File: src/rtl/mem_arbiter.sv
// Two-requester (instruction/data) arbiter onto a single shared memory bus.
// One transaction in flight at a time; D has priority, but I is forced in after STARVE_MAX D wins.
module mem_arbiter #(
  parameter int ADDR_W     = 64,
  parameter int DATA_W     = 64,
  parameter int STARVE_MAX = 4
) (
  input  logic                clk,
  input  logic                reset,
  input  logic                i_valid,
  input  logic [ADDR_W-1:0]   i_addr,
  output logic                i_ok,
  output logic [DATA_W-1:0]   i_rdata,
  input  logic                d_valid,
  input  logic [ADDR_W-1:0]   d_addr,
  input  logic                d_write,
  input  logic [DATA_W/8-1:0] d_strobe,
  input  logic [DATA_W-1:0]   d_wdata,
  output logic                d_ok,
  output logic [DATA_W-1:0]   d_rdata,
  output logic                m_valid,
  output logic [ADDR_W-1:0]   m_addr,
  output logic                m_write,
  output logic [DATA_W/8-1:0] m_strobe,
  output logic [DATA_W-1:0]   m_wdata,
  input  logic                m_ok,
  input  logic [DATA_W-1:0]   m_rdata
);

  localparam int CNT_W = (STARVE_MAX < 1) ? 1 : $clog2(STARVE_MAX + 1);
  localparam logic [CNT_W-1:0] CNT_MAX = CNT_W'(STARVE_MAX);

  typedef enum logic [1:0] {IDLE, GRANT_I, GRANT_D, RESP} state_t;

  state_t           state;
  logic [CNT_W-1:0] starve_cnt;
  logic             i_starved;

  function automatic logic [CNT_W-1:0] sat_inc(input logic [CNT_W-1:0] v);
    return (v == CNT_MAX) ? v : v + 1'b1;
  endfunction

  assign i_starved = i_valid && (starve_cnt == CNT_MAX);

  // The m_* outputs double as the latched request registers, so the bus sees
  // only values captured when leaving IDLE.
  always_ff @(posedge clk or posedge reset) begin
    if (reset) begin
      state      <= IDLE;
      starve_cnt <= '0;
      m_valid    <= 1'b0;
      m_addr     <= '0;
      m_write    <= 1'b0;
      m_strobe   <= '0;
      m_wdata    <= '0;
      i_ok       <= 1'b0;
      d_ok       <= 1'b0;
      i_rdata    <= '0;
      d_rdata    <= '0;
    end else begin
      i_ok <= 1'b0;
      d_ok <= 1'b0;
      case (state)
        IDLE: begin
          if (d_valid && !i_starved) begin
            state    <= GRANT_D;
            m_valid  <= 1'b1;
            m_addr   <= d_addr;
            m_write  <= d_write;
            m_strobe <= d_strobe;
            m_wdata  <= d_wdata;
            if (i_valid) starve_cnt <= sat_inc(starve_cnt);
          end else if (i_valid) begin
            state      <= GRANT_I;
            m_valid    <= 1'b1;
            m_addr     <= i_addr;
            m_write    <= 1'b0;
            m_strobe   <= '0;
            m_wdata    <= '0;
            starve_cnt <= '0;
          end
        end
        GRANT_I: begin
          if (m_ok) begin
            state   <= RESP;
            m_valid <= 1'b0;
            i_rdata <= m_rdata;
            i_ok    <= 1'b1;
          end
        end
        GRANT_D: begin
          if (m_ok) begin
            state   <= RESP;
            m_valid <= 1'b0;
            d_rdata <= m_rdata;
            d_ok    <= 1'b1;
          end
        end
        default: state <= IDLE;
      endcase
    end
  end

endmodule

File: config.mk
export PLATFORM = sky130hd
export DESIGN_NAME = mem_arbiter
export DESIGN_NICKNAME = d
export VERILOG_FILES = /design/src/rtl/mem_arbiter.sv
export SDC_FILE = /design/constraint.sdc
export NUM_CORES = 1
export LEC_CHECK = 0
export ABC_CLOCK_PERIOD_IN_PS = 26400
export CORE_AREA = 10 10 219 221
export CTS_BUF_LIST = sky130_fd_sc_hd__clkbuf_16
export DETAILED_ROUTE_END_ITERATION = 16
export DIE_AREA = 0 0 229 231
export MAX_ROUTING_LAYER = met4
export SETUP_SLACK_MARGIN = 0.2
export SLEW_MARGIN = 20
export SYNTH_ARGS = -nofsm -noshare
export SYNTH_HDL_FRONTEND = slang
export SYNTH_SLANG_ARGS = --single-unit
File: constraint.sdc
create_clock -name clk -period 26.4 [get_ports clk]
set_input_delay 3.96 -clock clk [delete_from_list [all_inputs] [get_ports clk]]
set_output_delay 3.96 -clock clk [all_outputs]
set_load 0.01 [all_outputs]
==> run summary, run 1 <==
The run finished with clean final reports. The count of buffers added on input and output ports is 537. The number of warning messages in the yosys log came out at 0. The depth of the worst register-to-register path came out at 5. The TritonCTS clock tree is done. The worst hold path endpoint is m_wdata[59]$_DFFE_PP0P_. The standard-cell row count came out at 77. Traced cell by cell, the critical path runs through clkdlybuf4s50_1 > o21a_4 > buf_4 > a31oi_1.

By instance count, the leading cell after synthesis is dfrtp_1. In the synthesized netlist, the cells that appear most often are 273 x dfrtp_1, 151 x nand2_1, 128 x mux2_2. By area the synthesized netlist is led by dfrtp_1 61%, mux2_2 13%, nand2_1 5.0%, o21ai_1 4.9%, a31oi_1 3.6%. The die covers 52900 sq um. The path type of the worst setup path is input pin to register. The total congestion overflow is 0. The setup slack on the worst flop-to-flop path came out at 23.78 ns. Post-CTS timing repair inserted 0 buffers for setup. The pin count of the biggest net entering global routing came out at 156. Setup repair after global routing left no endpoint under its margin. The cell type group with the largest total delay on the critical path is buffers and inverters. The hold violation total from the final report came out at 0. The final period demand of the worst path is 5.95 ns. The critical path's slowest cell is buf_4. The clock transition at the registers of the reported paths came out at 0.06 ns. The count of fill cells added during filler insertion is 4245. Detailed placement finished with a half-perimeter wire length of 30000 um. The count of antenna-violating nets left after detailed routing came out at 0. The setup violation total in the final timing report is 0. The number of pins exceeding their max-slew limit in the final report came out at 0.

The synthesis-to-layout area growth came out at 60.3%. The maximum resistive drop on vdd came out at 0.0000479 V. Of the cells placed in the final design, the portion with a size suffix greater than 1 is 12.4%.

The power density over cell area is 115 nW/um^2. The number of remaining DRC errors is 0. The clock drives 273 sinks. The initial utilization of the core area, before any placement, comes to 25.7%. The global-route wire length before repair is 61300 um. The number of top-level pins is 538. The transition time at the pin with the least slew margin is 0.963 ns.

After detailed routing, the average wire length per cell comes to 19.5 um. The async set-or-reset flop fraction in the synthesized netlist is 100%. The total vias in the final route came out at 9463. The classification of the worst-slack hold path is register to register. Once placement completed, the tool counted placed cells totaling 2054. The tree is rooted in a clkbuf_16.

The count of TritonRoute iterations in the first routing pass came out at 5. The number of DRC markers after the initial detailed-route iteration is 447. The level count of the clock H-tree came out at 2. Cells fill 41.1% of the core in the end. The total area inside the core boundary comes to 43700 sq um. The number of enable-type register cells in the synthesized netlist came out at 0. The number of clock buffers inserted by TritonCTS came out at 34.

The arrival time of data at the critical path endpoint came out at 6.28 ns. In the routed layout, each cell is associated on average with a via count of 4.47. The horizontal extent of the die is 229 um.

The max-cap check violation count is 0. The area fraction in compound gates after synthesis came out at 10.5%. The number of nets in the synthesized netlist is 1275. The post-cts sizing count is 0. Synthesis handed over a netlist of 999 instances. After layout, the worst path uses 22.5% of the clock period.

The area taken by flip-flops and latches is 6830 sq um. Static timing analysis puts the maximum clock frequency at 168 MHz. The leakage power of the design is 7.33 nW. In this run the critical register-to-register path is captured at m_addr[56]$_DFFE_PP0P_.

The deepest clock path buffer count came out at 3. Measured along the y axis, the die boundary spans 231 um. The count of buffer and inverter cells on the critical path is 2.

The number of antenna violations at the first check in global routing is 4. Of all cell types, the one taking the most synthesized area is dfrtp_1. The worst setup skew after layout is 0.0153 ns. The maximum fanout encountered on the critical timing path came out at 102. The global routing usage summed across all routing layers came out at 15.3%.

The biggest cell delay along the critical path came out at 0.82 ns. The synthesized-area fraction occupied by xor and xnor cells came out at 0%. In this run the critical register-to-register path is launched from state[0]$_DFFE_PP0P_. The share of synthesized cell area in and, or, nand and nor gates came out at 10.8%. The number of global-route vias before repair came out at 9933. The share of the synthesized area in the top cell type came out at 60.9%.

The sum of negative setup slack came out at 0 ns. The adder-cell share of the synthesized area came out at 0.669%. The multi-input gate area in the final layout came out at 3930 sq um. In the final design database the tool counted 1775 nets. For this design, the CTS-stage hold fixing added 0 buffers. The type of origin of the critical path is an input pin.

The routed wire length came out at 41200 um. The most used flip-flop cell after synthesis is dfrtp_1. STA classifies the critical path endpoint as a register. Data on the critical path is required at its endpoint by 26.73 ns. After synthesis, the largest family of logic cells by area is multiplexers. The mux cell area share after synthesis is 12.8%. In this run, synthesis produced a sequential element count of 273. The number of instances on the worst hold path came out at 2. The netlist uses 31 different library cells.

The sequential-to-total area share from yosys stat is 60.9%. The global placement routability congestion came out at 0.824. The post-synthesis cell area is 11200 sq um.

The startpoint identified for the worst hold timing path is m_wdata[59]$_DFFE_PP0P_. The synthesized area divided by synthesized cell count is 11.2 sq um. The max-slew headroom at the worst pin came out at 35.8%.

The clock latency on the worst-skew pair came out at 0.52 ns. The final standard cell count with taps included and fillers excluded came out at 2116.
[layout by cell type (no fill, tap or decap), types with 2 or more instances in the layout]
cell / Yosys / routed
nand2_2: 0 / 3
ha_1: 6 / 6
a31oi_1: 64 / 64
clkinv_2: 0 / 3
dfrtp_1: 273 / 273
clkinvlp_4: 0 / 2
clkinv_1: 0 / 10
nand2_1: 151 / 148
o31ai_1: 2 / 2
mux2_2: 128 / 128
a21o_1: 2 / 2
clkdlybuf4s50_1: 0 / 536
buf_12: 0 / 2
clkbuf_16: 0 / 35
diode_2: 0 / 4
o21ai_1: 111 / 111
buf_4: 6 / 7
nand3_1: 65 / 65
o21ai_0: 29 / 29
inv_1: 7 / 12
nor2_1: 64 / 64
[routing by layer]
layer / up-vias / GRT usage, % / wire length, um
li1: 4476 / - / -
met1: 4531 / 17.0 / 16500
met2: 402 / 25.3 / 20200
met3: 54 / 5.53 / 3610
met4: 0 / 4.47 / 871
met5: - / - / 0
[cells by family (layout without fill, tap and decap cells)]
logic type | after synthesis | count (layout)
other cells | 0 | 4
simple gates | 288 | 288
mux | 128 | 128
buf+inv | 90 | 611
flops | 273 | 273
fa+ha+maj | 6 | 6
compound gates | 214 | 214
[sequential cells by signal, summed over array words and instances, names as in the netlist]
signal	flops
d_rdata	64
i_rdata	64
m_addr	64
m_wdata	64
m_strobe	8
starve_cnt	3
state	2
d_ok	1
i_ok	1
m_valid	1
m_write	1
[worst register-to-register path, delay by kind of cell, from the launching register on]
kind	cells	cell delay, ns
buffers and inverters	2	0.93
DFF	1	0.40
adders and majority gates	1	0.36
AOI/OAI and AO/OA	2	0.74
[final cells by class]
type	instances	share of cell area (%)
flip-flops and latches	273	38.0
repair buffers	546	30.4
multi-input cells	636	21.9
clock buffers	35	4.87
well taps	592	4.12
clock inverters	22	0.549
inverters	8	0.223
diodes	4	0.0556
[power by group]
| group | switching (mW) | total [mW] | internal [mW] |
|---|---|---|---|
| Sequential | 0.102 | 0.718 | 0.615 |
| Combinational | 0.418 | 0.941 | 0.522 |
| Clock | 0.175 | 0.414 | 0.238 |
| Total | 0.696 | 2.07 | 1.38 |
[metrics by stage]
step	power (mW)	setup slack, ns	cell area, sq um	hold slack, ns
2_1_floorplan	1.13	14.92	11200	0.475
3_3_place_gp	1.66	19.36	17000	0.463
3_5_place_dp	1.68	19.28	17000	0.474
4_1_cts	2.11	19.88	18000	0.486
5_1_grt	2.21	20.19	18000	0.506
6_report	2.07	20.45	18000	0.480
[worst max-delay path by stage]
stage / cells past startpoint / endpoint / start
after floorplan: 1 / d_ok$_DFF_PP0_ / reset
after global placement: 6 / m_strobe[4]$_DFFE_PP0P_ / d_valid
after detailed placement: 5 / m_addr[56]$_DFFE_PP0P_ / d_valid
after CTS: 5 / m_addr[56]$_DFFE_PP0P_ / d_valid
after global routing: 6 / m_addr[15]$_DFFE_PP0P_ / d_valid
final: 4 / m_addr[56]$_DFFE_PP0P_ / i_valid
(Power assumes the default switching activity.)
==> run 2, diff against run 1 <==
--- a/config.mk
+++ b/config.mk
@@ -5,7 +5,7 @@
 export SDC_FILE = /design/constraint.sdc
 export NUM_CORES = 1
 export LEC_CHECK = 0
-export ABC_CLOCK_PERIOD_IN_PS = 26400
+export ABC_CLOCK_PERIOD_IN_PS = 4770
 export CORE_AREA = 10 10 219 221
 export CTS_BUF_LIST = sky130_fd_sc_hd__clkbuf_16
 export DETAILED_ROUTE_END_ITERATION = 16
==> constraint.sdc (replaced) <==
create_clock -name clk -period 4.77 [get_ports clk]
set_input_delay 0.7155 -clock clk [delete_from_list [all_inputs] [get_ports clk]]
set_output_delay 0.7155 -clock clk [all_outputs]
set_load 0.01 [all_outputs]
==> run 2 against run 1 <==
  * Critical path depth shrank 3
  * Count of clock-buffer cells in the layout fell by 4
  * Cell count shrank 0.19%
  * Register-to-register slack got worse by 21 ns
  * Clock power grew to 5.3 times the previous value
  * Power grew to 5.5 times the previous value
  * Sequential share of layout area up 0.058 points
  * First-iteration DRC count up 14%
  * Hold slack improved by 0.0036 ns
  * Largest cell class unchanged
  * Largest power group unchanged
  * Highest routed layer unchanged
==> run summary, run 2 (same netlist as run 1, synthesis figures left out) <==
The pin count of the biggest net entering global routing is 147 (was 156). The global routing usage summed across all routing layers is 15.0% (was 15.3%). The most common cell after layout, fill and taps aside is clkdlybuf4s50_1 (unchanged). The final worst-path cycle share is 50.2%. The final net count came out at 1776 (was 1775). The worst setup skew after layout was 0.0109 ns (was 0.0153 ns).

The number of antenna violations at the first check in global routing came out at 2 (was 4). The number of remaining DRC errors came out at 0 (unchanged). Run status: completed (unchanged). The routed wire length came out at 41200 um (about the same). The clock latency on the worst-skew pair came out at 0.56 ns (was 0.52 ns). The arrival time of data at the critical path endpoint came out at 1.68 ns (was 6.28 ns). The standard-cell row count is 77 (unchanged).

The max-slew headroom at the worst pin came out at 43.7% (was 35.8%). The deepest clock path buffer count is 3 (unchanged). The max-cap check violation count is 0 (unchanged). Series of cell instances along the critical path: clkdlybuf4s50_1 (was clkdlybuf4s50_1 > o21a_4 > buf_4 > a31oi_1). The root buffer cell is clkbuf_16 (unchanged).

The critical path's slowest cell is clkdlybuf4s50_1 (was buf_4). The global placement routability congestion came out at 0.853 (was 0.824). The height of the die came out at 231 um (unchanged). The number of DRC markers after the initial detailed-route iteration is 509 (was 447).

The post-cts sizing count came out at 0 (unchanged). The number of sinks handled by clock tree synthesis came out at 273 (unchanged). The total vias in the final route is 9395 (was 9463).

The startpoint of the worst hold path is m_wdata[46]$_DFFE_PP0P_ (was m_wdata[59]$_DFFE_PP0P_). The worst hold path endpoint is m_wdata[46]$_DFFE_PP0P_ (was m_wdata[59]$_DFFE_PP0P_). The power density over cell area came to 635 nW/um^2 (was 115 nW/um^2). The horizontal extent of the die is 229 um (unchanged). The number of global-route vias before repair is 9879 (was 9933). The share of layout cells above drive strength 1 came out at 12.5% (was 12.4%).

The utilization after layout is 41.1% (about the same). The floorplan die area is 52900 sq um (unchanged). The number of clock buffers inserted by TritonCTS came to 30 (was 34). The type of origin of the critical path is a register (was input pin).

The switching part of the total is 33.6% (about the same). The count of buffer and inverter cells on the critical path is 1 (was 2). The HPWL after detailed placement came out at 30900 um (was 30000 um). The maximum fanout encountered on the critical timing path was 2 (was 102). The critical register-to-register path startpoint is state[0]$_DFFE_PP0P_ (unchanged). The count of buffers added by post-CTS timing repair for setup came out at 0 (unchanged). The sum of negative setup slack is 0 ns (unchanged). The capture instance of the worst register-to-register path is m_addr[57]$_DFFE_PP0P_ (was m_addr[56]$_DFFE_PP0P_). Commonest cells after routing, fill and taps aside: 536 x clkdlybuf4s50_1, 273 x dfrtp_1, 148 x nand2_1 (unchanged). The number of pins exceeding their max-slew limit in the final report came out at 0 (unchanged). The hold violation total from the final report is 0 (unchanged). The clock transition at the registers of the reported paths came out at 0.06 ns (about the same). The count of fill cells added during filler insertion is 4331 (was 4245). The placeable core region is 43700 sq um (unchanged).

The detail-routed via count per cell came out at 4.45 (was 4.47). The path type of the worst setup path was register to output port (was input pin to register). The initial core utilization is 25.7% (unchanged). The required time reported for the critical path endpoint is 4.05 ns (was 26.73 ns).

The portion of total power attributed to the clock network is 19.1% (was 20.0%). The TritonCTS clock tree is done (unchanged). The cell type group with the largest total delay on the critical path is buffers and inverters (unchanged). The multi-input gate area in the final layout came out at 3930 sq um (unchanged). The count of antenna-violating nets left after detailed routing came out at 0 (unchanged). The net switching power was 3.83 mW (was 0.696 mW).

The worst setup path startpoint was m_addr[46]$_DFFE_PP0P_ (was i_valid). The endpoint kind of the worst setup timing path is an output port (was register). The number of buffers inserted by port buffering is 537 (unchanged). The depth of the worst register-to-register path came out at 6 (was 5). The placed instance area came out at 17100 sq um (was 17000 sq um). Static timing analysis puts the maximum clock frequency at 418 MHz.

The transition time at the pin with the least slew margin came out at 0.845 ns (was 0.963 ns). The setup violation total in the final timing report is 0 (unchanged). The final period demand of the worst path is 2.39 ns. The area taken by flip-flops and latches came out at 6830 sq um (unchanged).

The leakage power of the design came out at 7.33 nW (about the same). The count of hold-fix buffers inserted at cts was 0 (unchanged). The setup slack on the worst flop-to-flop path came out at 2.45 ns (was 23.78 ns).

The global-route wire length before repair is 61400 um (was 61300 um). The detailed-route wire length per cell came out at 19.5 um (about the same). Unrepaired setup endpoints after global routing: false (unchanged). The number of top-level pins came to 538 (unchanged). The total power came to 11.4 mW (was 2.07 mW).

The portion of total power attributed to sequential cells was 34.8% (was 34.6%). The synthesis-to-layout area growth came out at 60.0% (was 60.3%). The number of instances on the worst hold path came to 2 (unchanged). The share of total power in combinational logic is 46.1% (was 45.4%). The internal portion of total power came out at 7.57 mW (was 1.38 mW). The maximum resistive drop on vdd came out at 0.000239 V (was 0.0000479 V). The post-route standard cell area excluding fillers came out at 18000 sq um (about the same). The biggest cell delay along the critical path is 0.77 ns (was 0.82 ns). The classification of the worst-slack hold path is register to register (unchanged). The level count of the clock H-tree is 1 (was 2). The count of TritonRoute iterations in the first routing pass is 5 (unchanged).

The total congestion overflow is 0 (unchanged).
[run 2: cell type report]
cell class	instances	area share [%]
Multi-Input combinational cell	636	21.9
Tap cell	592	4.12
Clock inverter	19	0.724
Inverter	8	0.202
Sequential cell	273	38.0
Timing Repair Buffer	551	30.7
Antenna cell	2	0.0279
Clock buffer	31	4.32
[run 2: power by group through the flow]
stage | clock, mW | combinational, mW | sequential, mW
2_1_floorplan | 0 | 1.83 | 4.45
3_3_place_gp | 0 | 5.28 | 3.97
3_5_place_dp | 0 | 5.35 | 4.01
4_1_cts | 2.25 | 5.36 | 3.98
5_1_grt | 2.34 | 5.66 | 4.10
6_report | 2.18 | 5.25 | 3.96
[run 2: worst max path at each step]
stage / endpoint / slack (ns) / cells past startpoint
2_1_floorplan: d_ok$_DFF_PP0_ / 0.45 / 1
3_3_place_gp: m_addr[57]$_DFFE_PP0P_ / 1.92 / 5
3_5_place_dp: m_addr[57]$_DFFE_PP0P_ / 1.83 / 5
4_1_cts: m_addr[46] / 2.33 / 1
5_1_grt: m_addr[9]$_DFFE_PP0P_ / 2.26 / 6
6_report: m_addr[46] / 2.38 / 1
[run 2: per-stage QoR]
| stage | std cells | hold WS (ns) | setup slack (ns) |
|---|---|---|---|
| final | 2112 | 0.483 | 2.38 |
| after global routing | 2112 | 0.506 | 2.26 |
| after floorplan | 999 | 0.475 | 0.445 |
| after CTS | 2110 | 0.487 | 2.33 |
| after global placement | 2060 | 0.464 | 1.92 |
| after detailed placement | 2060 | 0.472 | 1.83 |
[run 2: metal layers]
layer	global-route usage, %	part of all wire, %
met4	3.56	1.8
met1	17.2	41
met3	4.72	8.1
met5	-	0
met2	25.4	50
